## config.mk

```make
export PLATFORM = sky130hd
export DESIGN_NAME = shot_responder_flat
export DESIGN_NICKNAME = d
export VERILOG_FILES = /design/src/rtl/shot_responder_pkg.sv /design/src/rtl/shot_responder_if.sv /design/src/rtl/shot_responder_board_mem.sv /design/src/rtl/shot_responder.sv /design/src/flat_wrapper.sv
export SDC_FILE = /design/constraint.sdc
export NUM_CORES = 1
export LEC_CHECK = 0
export CORE_AREA = 2 2 260 262
export DETAILED_ROUTE_END_ITERATION = 7
export DIE_AREA = 0 0 262 264
export PLACE_DENSITY_LB_ADDON = 0.3
export SYNTH_ARGS = -nofsm -noshare
export SYNTH_HDL_FRONTEND = slang
export SYNTH_SLANG_ARGS = --single-unit
```

## constraint.sdc

```tcl
create_clock -name clk -period 3.27 [get_ports clk]
set_input_delay 0.654 -clock clk [delete_from_list [all_inputs] [get_ports clk]]
set_output_delay 0.654 -clock clk [all_outputs]
set_load 0.02 [all_outputs]
```

## src/rtl/shot_responder_pkg.sv

```systemverilog
// Shared types for the defender shot responder.
// Cell and message encodings, FSM states, board range helper.
package shot_responder_pkg;

  typedef enum logic [1:0] {
    EMPTY = 2'b00,
    SHIP  = 2'b01,
    HIT   = 2'b10,
    MISS  = 2'b11
  } cell_t;

  typedef enum logic [1:0] {
    MSG_NONE     = 2'b00,
    MSG_MISS     = 2'b01,
    MSG_HIT      = 2'b10,
    MSG_HIT_LAST = 2'b11
  } msg_t;

  typedef enum logic [1:0] {
    S_IDLE,
    S_LOOKUP,
    S_UPDATE,
    S_RESPOND
  } rsp_state_t;

  function automatic logic in_range(
    input logic [7:0] addr,
    input int         w,
    input int         h
  );
    return (int'(addr[3:0]) < w) &&
           (int'(addr[7:4]) < h);
  endfunction

endpackage

```

## src/rtl/shot_responder_if.sv

```systemverilog
// Shot request / result message link.
// The link side is master, the responder is slave.
interface shot_responder_if;
  logic       shot_valid;
  logic [7:0] shot_addr;
  logic       shot_ready;
  logic       resp_valid;
  logic [1:0] resp_msg;
  logic       resp_ready;

  modport master (
    output shot_valid, shot_addr, resp_ready,
    input  shot_ready, resp_valid, resp_msg
  );

  modport slave (
    input  shot_valid, shot_addr, resp_ready,
    output shot_ready, resp_valid, resp_msg
  );
endinterface

```

## src/rtl/shot_responder_board_mem.sv

```systemverilog
// 256 x 2-bit ship board: one write port, a registered FSM
// read, a registered display read and a placement probe.
module shot_responder_board_mem
  import shot_responder_pkg::*;
(
  input  logic       clk,
  input  logic       rst_n,
  input  logic       clear,
  input  logic       we,
  input  logic [7:0] wr_addr,
  input  cell_t      wr_data,
  input  logic [7:0] fsm_addr,
  output cell_t      fsm_cell,
  input  logic [7:0] probe_addr,
  output cell_t      probe_cell,
  input  logic [7:0] disp_addr,
  input  logic       disp_ok,
  output cell_t      disp_cell
);

  logic [255:0][1:0] cells;

  // placement needs the current cell in the same cycle
  assign probe_cell = cell_t'(cells[probe_addr]);

  always_ff @(posedge clk or negedge rst_n) begin
    if (!rst_n) begin
      cells     <= '0;
      fsm_cell  <= EMPTY;
      disp_cell <= EMPTY;
    end else if (clear) begin
      cells     <= '0;
      fsm_cell  <= EMPTY;
      disp_cell <= EMPTY;
    end else begin
      if (we)
        cells[wr_addr] <= wr_data;
      fsm_cell  <= cell_t'(cells[fsm_addr]);
      disp_cell <= disp_ok ?
                   cell_t'(cells[disp_addr]) :
                   EMPTY;
    end
  end

endmodule

```

## src/rtl/shot_responder.sv

```systemverilog
// Defender side of the shot exchange: board lookup,
// cell marking, result messages and ship accounting.
module shot_responder
  import shot_responder_pkg::*;
#(
  parameter int BOARD_W   = 10,
  parameter int BOARD_H   = 10,
  parameter int MAX_CELLS = 11
) (
  input  logic             clk,
  input  logic             rst_n,
  input  logic             clear,
  input  logic             place_valid,
  input  logic [7:0]       place_addr,
  shot_responder_if.slave  sh,
  output logic [3:0]       ships_left,
  output logic             all_sunk,
  input  logic [7:0]       rd_addr,
  output logic [1:0]       rd_cell
);

  localparam logic [3:0] MAX_L = 4'(MAX_CELLS);

  rsp_state_t state;
  logic [7:0] addr_q;
  logic [3:0] left;
  logic       locked;
  logic       rdy;
  logic       rv;
  msg_t       msg;

  cell_t      fsm_cell;
  cell_t      probe_cell;
  cell_t      disp_cell;
  logic       we;
  logic [7:0] wr_addr;
  cell_t      wr_data;

  logic shot_fire;
  logic place_ok;
  logic shot_in;
  logic hit;
  logic we_shot;
  logic sunk;

  assign sunk      = locked && (left == 4'd0);
  assign shot_fire = (state == S_IDLE) && rdy &&
                     sh.shot_valid;
  assign place_ok  = (state == S_IDLE) && !shot_fire &&
                     place_valid && !locked &&
                     in_range(place_addr, BOARD_W, BOARD_H) &&
                     (probe_cell == EMPTY) &&
                     (left != MAX_L);

  assign shot_in = in_range(addr_q, BOARD_W, BOARD_H);
  assign hit     = shot_in && (fsm_cell == SHIP);
  // repeat shots on HIT/MISS cells leave the board alone
  assign we_shot = (state == S_UPDATE) && shot_in &&
                   ((fsm_cell == SHIP) ||
                    (fsm_cell == EMPTY));

  assign we      = place_ok || we_shot;
  assign wr_addr = place_ok ? place_addr : addr_q;
  assign wr_data = place_ok ? SHIP :
                   (hit ? HIT : MISS);

  shot_responder_board_mem u_board (
    .clk        (clk),
    .rst_n      (rst_n),
    .clear      (clear),
    .we         (we),
    .wr_addr    (wr_addr),
    .wr_data    (wr_data),
    .fsm_addr   (addr_q),
    .fsm_cell   (fsm_cell),
    .probe_addr (place_addr),
    .probe_cell (probe_cell),
    .disp_addr  (rd_addr),
    .disp_ok    (in_range(rd_addr, BOARD_W, BOARD_H)),
    .disp_cell  (disp_cell)
  );

  always_ff @(posedge clk or negedge rst_n) begin
    if (!rst_n) begin
      state  <= S_IDLE;
      addr_q <= '0;
      left   <= '0;
      locked <= 1'b0;
      rdy    <= 1'b0;
      rv     <= 1'b0;
      msg    <= MSG_NONE;
    end else if (clear) begin
      state  <= S_IDLE;
      addr_q <= '0;
      left   <= '0;
      locked <= 1'b0;
      rdy    <= 1'b0;
      rv     <= 1'b0;
      msg    <= MSG_NONE;
    end else begin
      unique case (state)
        S_IDLE: begin
          if (shot_fire) begin
            addr_q <= sh.shot_addr;
            locked <= 1'b1;
            rdy    <= 1'b0;
            state  <= S_LOOKUP;
          end else begin
            if (place_ok)
              left <= left + 4'd1;
            rdy <= !sunk;
          end
        end
        S_LOOKUP: state <= S_UPDATE;
        S_UPDATE: begin
          if (hit) begin
            left <= left - 4'd1;
            msg  <= (left == 4'd1) ?
                    MSG_HIT_LAST : MSG_HIT;
          end else begin
            msg <= MSG_MISS;
          end
          state <= S_RESPOND;
        end
        S_RESPOND: begin
          // first RESPOND cycle raises valid, then wait for TX
          if (!rv) begin
            rv <= 1'b1;
          end else if (sh.resp_ready) begin
            rv    <= 1'b0;
            rdy   <= !sunk;
            state <= S_IDLE;
          end
        end
      endcase
    end
  end

  assign sh.shot_ready = rdy;
  assign sh.resp_valid = rv;
  assign sh.resp_msg   = msg;
  assign ships_left    = left;
  assign all_sunk      = sunk;
  assign rd_cell       = disp_cell;

endmodule
```

## src/flat_wrapper.sv

```systemverilog
// flat-port wrapper written by rule: the top's interface ports become plain ports
module shot_responder_flat import shot_responder_pkg::*;
#(
  parameter int BOARD_W   = 10,
  parameter int BOARD_H   = 10,
  parameter int MAX_CELLS = 11
)
  (clk, rst_n, clear, place_valid, place_addr, ships_left, all_sunk, rd_addr, rd_cell, sh_shot_valid, sh_shot_addr, sh_resp_ready, sh_shot_ready, sh_resp_valid, sh_resp_msg);
  shot_responder_if sh_i ();
  input  logic clk;
  input  logic rst_n;
  input  logic clear;
  input  logic place_valid;
  input  logic [7:0] place_addr;
  output logic [3:0] ships_left;
  output logic all_sunk;
  input  logic [7:0] rd_addr;
  output logic [1:0] rd_cell;
  input wire logic [$bits(sh_i.shot_valid)-1:0] sh_shot_valid;
  input wire logic [$bits(sh_i.shot_addr)-1:0] sh_shot_addr;
  input wire logic [$bits(sh_i.resp_ready)-1:0] sh_resp_ready;
  output wire logic [$bits(sh_i.shot_ready)-1:0] sh_shot_ready;
  output wire logic [$bits(sh_i.resp_valid)-1:0] sh_resp_valid;
  output wire logic [$bits(sh_i.resp_msg)-1:0] sh_resp_msg;
  assign sh_i.shot_valid = sh_shot_valid;
  assign sh_i.shot_addr = sh_shot_addr;
  assign sh_i.resp_ready = sh_resp_ready;
  assign sh_shot_ready = sh_i.shot_ready;
  assign sh_resp_valid = sh_i.resp_valid;
  assign sh_resp_msg = sh_i.resp_msg;
  shot_responder #(.BOARD_W(BOARD_W), .BOARD_H(BOARD_H), .MAX_CELLS(MAX_CELLS)) u_core (.clk(clk), .rst_n(rst_n), .clear(clear), .place_valid(place_valid), .place_addr(place_addr), .sh(sh_i), .ships_left(ships_left), .all_sunk(all_sunk), .rd_addr(rd_addr), .rd_cell(rd_cell));
endmodule
```

; ---- Word level (Yosys, flattened, before mapping)
; Cells that the tools add are included.
[op_classes]
eq_ne = 12
n_reduce_logical = 36
order_cmp = 11
n_addsub = 2
mux = 46
[op_table]
columns = operator, n
row1 = $mux W512, 2
row2 = $bwmux W512, 1
row3 = $bmux W2 S8, 3
row4 = $lt A8 B9 Y1 const B, 4
row5 = $mux W8, 4
row6 = $mux W2, 15
row7 = $lt A4 B4 Y1 const B, 6
row8 = $demux W2 S8, 1
row9 = $logic_and A1 B1 Y1, 16
row10 = $mux W4, 4
row11 = $mux W1, 13
row12 = $ne A3 B2 Y1 const B, 4
row13 = $reduce_bool A2 Y1, 5
row14 = $ge A8 B1 Y1 const B, 1
row15 = $pmux W2 S4, 1
row16 = $pmux W4 S2, 1
row17 = $logic_not A2 Y1, 3
row18 = $ne A3 B3 Y1 const B, 2
row19 = $reduce_and A3 Y1, 2
row20 = $reduce_bool A3 Y1, 2
row21 = $add A4 B1 Y4 const B, 1
row22 = $eq A2 B1 Y1 const B, 2
row23 = $eq A2 B2 Y1 const B, 2
row24 = $eq A4 B1 Y1 const B, 1
row25 = other kinds (8), 11
[totals]
input_bits = 30
wordCells = 372
out_inout_bits = 11
reg_bits = 535

; ---- Depth between registers and ports, before layout
[depth]
word_depth = 18
mapped_depth = 17
ltp_nobuf = 10

; ---- Cells and area by module
; Synthesis repeated with hierarchy kept, for this count alone.
[hier_totals]
cells_unflattened = 3794
area_unflattened_um2 = 36019.5
[modules_own_cells]
columns = mod, seq_area_each_um2, cells_each, area_per_inst_um2, instances
row1 = shot_responder_board_mem, 12912.4, 3659, 34782.1, 1
row2 = shot_responder, 475.5, 135, 1237.4, 1

; ---- Least setup slack after synthesis
; Ideal clock, no wire load.
[synth_timing]
path_kind = in2reg
start = in place_addr[0]
end = reg u_core.u_board.cells[162] (netlist name)
slack_ps = -458
setup_ps = 120
path_stages = 12
required_ps = 3150
path_buffers = 3
arrival_ps = 3608
cell_sequence = inv_2 > mux4_2 > mux4_2 > nand3_1 > o211ai_1 > a2111oi_4 > buf_2 > nor3_1 > o2bb2a_2 > buf_2 > buf_2 > a31o_2
[synth_via]
elab_chain_cells = 13
word_cells_on_any_way = 20
classes_between = order compare (3) / mux (9) / reduce/logical (8)
[synth_rtl]
columns = item, line_no
row1 = start: declaration, flat_wrapper.sv:14  ; input logic [7:0] place_addr;
row2 = $bmux W2 S8 / $lt A4 B4 Y1 (equally long branches), "shot_responder_board_mem.sv:24, shot_responder_pkg.sv:31"
row3 = $mux W2 (not written as such) / $logic_and A1 B1 Y1 (equally long branches), "shot_responder_board_mem.sv:24, shot_responder_pkg.sv:31"
row4 = $logic_not A2 Y1 / $logic_and A1 B1 Y1 (equally long branches), "shot_responder.sv:52, shot_responder.sv:50"
row5 = $logic_and A1 B1 Y1, shot_responder.sv:51  ; in_range(place_addr, BOARD_W, BOARD_H) &&
row6 = $logic_and A1 B1 Y1, shot_responder.sv:52  ; (probe_cell == EMPTY) &&
row7 = $mux W8, shot_responder.sv:63  ; assign wr_addr = place_ok ? place_addr : addr_q;
row8 = $lt A8 B9 Y1 (not written as such) / $ge A8 B1 Y1 (equally long branches), shot_responder_board_mem.sv:37  ; cells[wr_addr] <= wr_data;
row9 = $logic_and A1 B1 Y1 (not written as such), shot_responder_board_mem.sv:37
row10 = $mux W2 (not written as such), shot_responder_board_mem.sv:37
row11 = $demux W2 S8, shot_responder_board_mem.sv:37
row12 = $bwmux W512, shot_responder_board_mem.sv:37
row13 = $mux W512, shot_responder_board_mem.sv:36  ; if (we)
row14 = $mux W512, shot_responder_board_mem.sv:31  ; end else if (clear) begin
row15 = end signal: indexed assignment, shot_responder_board_mem.sv:37
row16 = end: declaration, shot_responder_board_mem.sv:21  ; logic [255:0][1:0] cells;
; Several ways; a longest one is shown, not always the timed one. The select of a mux whose other input is x is not followed.
; A chain may end at the register's enable or synchronous reset.

; ---- Final worst setup path
[layout_timing]
start = reg u_core.u_board.cells[212] (netlist name)
end = reg u_core.u_board.cells[197] (netlist name)
[layout_via]
elab_chain_cells = 13
word_cells_on_any_way = 17
classes_between = order compare (2) / mux (9) / reduce/logical (6)
[layout_rtl]
columns = item, line_no
row1 = $bmux W2 S8 (*), shot_responder_board_mem.sv:24  ; assign probe_cell = cell_t'(cells[probe_addr]);
row2 = $mux W2 (not written as such) (*), shot_responder_board_mem.sv:24
row3 = $logic_not A2 Y1 (*), shot_responder.sv:52
row4 = $logic_and A1 B1 Y1 (*), shot_responder.sv:51
row5 = $logic_and A1 B1 Y1 (*), shot_responder.sv:52
row6 = $mux W8, shot_responder.sv:63
row7 = $lt A8 B9 Y1 (not written as such) / $ge A8 B1 Y1 (equally long branches), shot_responder_board_mem.sv:37
row8 = $logic_and A1 B1 Y1 (not written as such), shot_responder_board_mem.sv:37
row9 = $mux W2 (not written as such), shot_responder_board_mem.sv:37
row10 = $demux W2 S8, shot_responder_board_mem.sv:37
row11 = $bwmux W512, shot_responder_board_mem.sv:37
row12 = $mux W512, shot_responder_board_mem.sv:36
row13 = $mux W512, shot_responder_board_mem.sv:31
; Mark *: on every way between the ends. The rest lies on a longest branch, timed or not. The select of a mux whose other input is x is not followed.

==> results_dict.tcl <==
set metrics [dict create \
    p_leak_uw 0.0185 \
    start_util 0.463 \
    final_util 0.657 \
    drive_gt1_frac 0.432 \
    cts_buffers 60 \
    cts_tree "done" \
    endpoint_kind "flip-flop" \
    yosysMostFrequentCell "dfrtp_1" \
    synth_fa_ha_area_frac 0.00284 \
    clockBufferDepth 3 \
    row_count 95 \
    synthFlopType "dfrtp_1" \
    ys_seq_area_frac 0.434 \
    placedCellCount 3993 \
    syn_inst 2722 \
    io_pins 41 \
    grt.total_usage 0.366 \
    routedWlPerCell_um 30.6 \
    portBuffers 40 \
    max_freq_mhz 259 \
    die_h_um 264 \
    fin_ws_ps -595 \
    violations "negative setup slack" \
    power.density_nw_per_um2 440 \
    grt_antenna_before_repair 2 \
    yosysTopAreaCell "dfrtp_1" \
    worst_pin_slew_ps 982 \
    min_period_over_period 1.18 \
    multiInputGateArea_um2 18100 \
    worstPathRequired_ps 3860 \
    vias_per_cell 6.87 \
    synthMuxAreaShare 0.218 \
    routabilityCongestion 0.975 \
    num_vias 29200 \
    netlist_area_um2 30800 \
    synth_top_area_frac 0.434 \
    synth-compound-area-share 0.164 \
    clk_pin_slew_ps 70 \
    cts.sinks 535 \
    fin_skew_ps 84.1 \
    synthSimpleGateAreaFrac 0.142 \
    seq_area_um2 13400 \
    ant_nets 0 \
    stdcell_area_um2 43700 \
    synthTopCellsByArea "dfrtp_1 43%, mux4_2 18%, nor2b_1 6.5%" \
    final_hold_viol_count 0 \
    cts.hold.buffers_added 0 \
    coreArea_um2 66600 \
    slew_viol_final 0 \
    wl_mm 130 \
    clk_latency_ps 690 \
    synth_top_family_by_area "multiplexers" \
    tns_ps -95990 \
    synth-edff-count 0 \
    ys_seq_elements 535 \
    synth_common_cells "535 x dfrtp_1, 320 x nor2b_1, 241 x mux4_2, 186 x a21oi_1, 174 x clkbuf_1" \
    firstDrtPassIters 7 \
    vdd_ir_drop_max_mv 0.414 \
    maxCapViolations 0 \
    yosysWarnings 0 \
    crit_type "reg -> reg" \
    syn_to_final_growth_pct 41.8 \
    htree_num_levels 2 \
    synth-xor-area-share 0.000284 \
    post-route-min-period_ps 3860 \
    syn-num-nets 2759 \
    grt_pass1_wl_mm 188 \
    hold_class "in -> async" \
    place_worst_setup_slack_ps -1400 \
    outcome "complete, but fails checks" \
    async_reset_ff_frac 1.00 \
    placed_area_um2 37300 \
    rsz0062_at_grt "yes" \
    fp.dieW_um 262 \
    grt_max_degree 137 \
    fin_nets 3359 \
    relSlewSlack 0.346 \
    stdcell_count 4247 \
    dp.final_hpwl_mm 83.6 \
    first_iter_violations 3769 \
    final-setup-viol-count 206 \
    die_area_um2 69200 \
    cts_root_buf "clkbuf_16" \
    syn_avg_cell_area_um2 11.3 \
    start_kind "flip-flop" \
    fillers 4836 \
    crit_arrival_ps 4450 \
    critPathMaxFanout 8 \
    globalRouteOverflowTotal 0 \
    yosysUniqueCellTypes 74 \
    grt_pass1_vias 29000 \
    drc 0 \
]
-- layer usage --
metal,share of wire,wire [um],vias up,GRT usage
met3,0.13,16700,630,0.112
met5,0.000085,11,-,0
met1,0.37,48600,14600,0.490
met4,0.070,9140,2,0.191
met2,0.43,55600,2203,0.534
li1,-,-,11700,-
-- final cells by class --
| type | count | share of cell area |
|---|---|---|
| sequential | 535 | 0.306 |
| inverter | 16 | 0.00186 |
| tap | 873 | 0.0250 |
| clock buffer | 86 | 0.0414 |
| timing repair buffer | 816 | 0.200 |
| clock inverter | 27 | 0.0107 |
| antenna | 1 | 0.0000572 |
| multi-input combinational | 1893 | 0.414 |
-- stage by stage --
stage / power, uW / hold slack [ps]
after detailed placement: 10400 / 501
final: 19200 / 60.7
after floorplan: 8660 / 358
after global routing: 19700 / 96.3
after global placement: 10300 / 496
after CTS: 18800 / 59.2
-- cell usage in the layout, fill, tap and decap left out, drive strengths merged, types with 65 or more instances in the layout --
cell type,synthesis,final
buf,104,767
nor2b,320,320
clkbuf,174,103
dfrtp,535,535
nand2,113,113
a32o,84,84
nor2,136,136
mux2i,130,130
o221ai,65,65
nor3,132,132
a21oi,189,189
mux4,241,241
a211oi,141,141
-- logic make-up after synthesis --
kind of cell / Yosys count
fa+ha+maj: 7
compound gates: 695
flops: 535
xor+xnor: 1
simple gates: 819
buf+inv: 294
mux: 371
-- state kept, by name (all words and copies together), names as in the netlist --
signal,cells
u_core.u_board.disp_cell,2
u_core.ships_left,4
u_core.locked,1
u_core.sh.shot_ready,1
u_core.addr_q,8
u_core.state,2
u_core.sh.resp_valid,1
u_core.u_board.cells,512
u_core.sh.resp_msg,2
u_core.u_board.fsm_cell,2
-- worst max-delay path, stage by stage (launching register included) --
cell       delay (ps)
dfrtp_1           370
nor2_1             50
mux4_2            510
mux4_2            560
nand3_2            90
o211ai_1          160
a2111oi_4         440
buf_4             180
buf_12            130
o21ai_4           120
buf_6             170
a22oi_2           180
buf_6             210
buf_12            130
clkbuf_16         140
a21oi_1            80
a211oi_1          210
-- power breakdown --
part	total (uW)	internal, uW	switching (uW)
registers	6800	6680	117
clock network	7680	4650	3030
logic	4770	2060	2710
total	19200	13400	5860
-- worst paths after layout --
check	startpoint	endpoint	slack (ps)	cells past startpoint
setup / recovery	u_core.u_board.cells[212]$_DFFE_PN0P_	u_core.u_board.cells[197]$_DFFE_PN0P_	-590	16
hold / removal	rst_n	u_core.u_board.cells[311]$_DFFE_PN0P_	60	1
setup reg to reg	u_core.u_board.cells[212]$_DFFE_PN0P_	u_core.u_board.cells[197]$_DFFE_PN0P_	-590	16
hold reg to reg	u_core.u_board.cells[399]$_DFFE_PN0P_	u_core.u_board.cells[399]$_DFFE_PN0P_	520	1
max in group asynchronous	rst_n	u_core.u_board.cells[160]$_DFFE_PN0P_	2320	2
min in group clk	clear	u_core.locked$_DFFE_PN0P_	390	2
-- repair_timing --
item,4_1_cts,5_1_grt
cloned,32,20
buffers inserted,59,36
setup endpoints to repair,206,206
pin swaps,152,128
resized for setup,349,138
No activity file was read; power rests on OpenSTA's default activity.
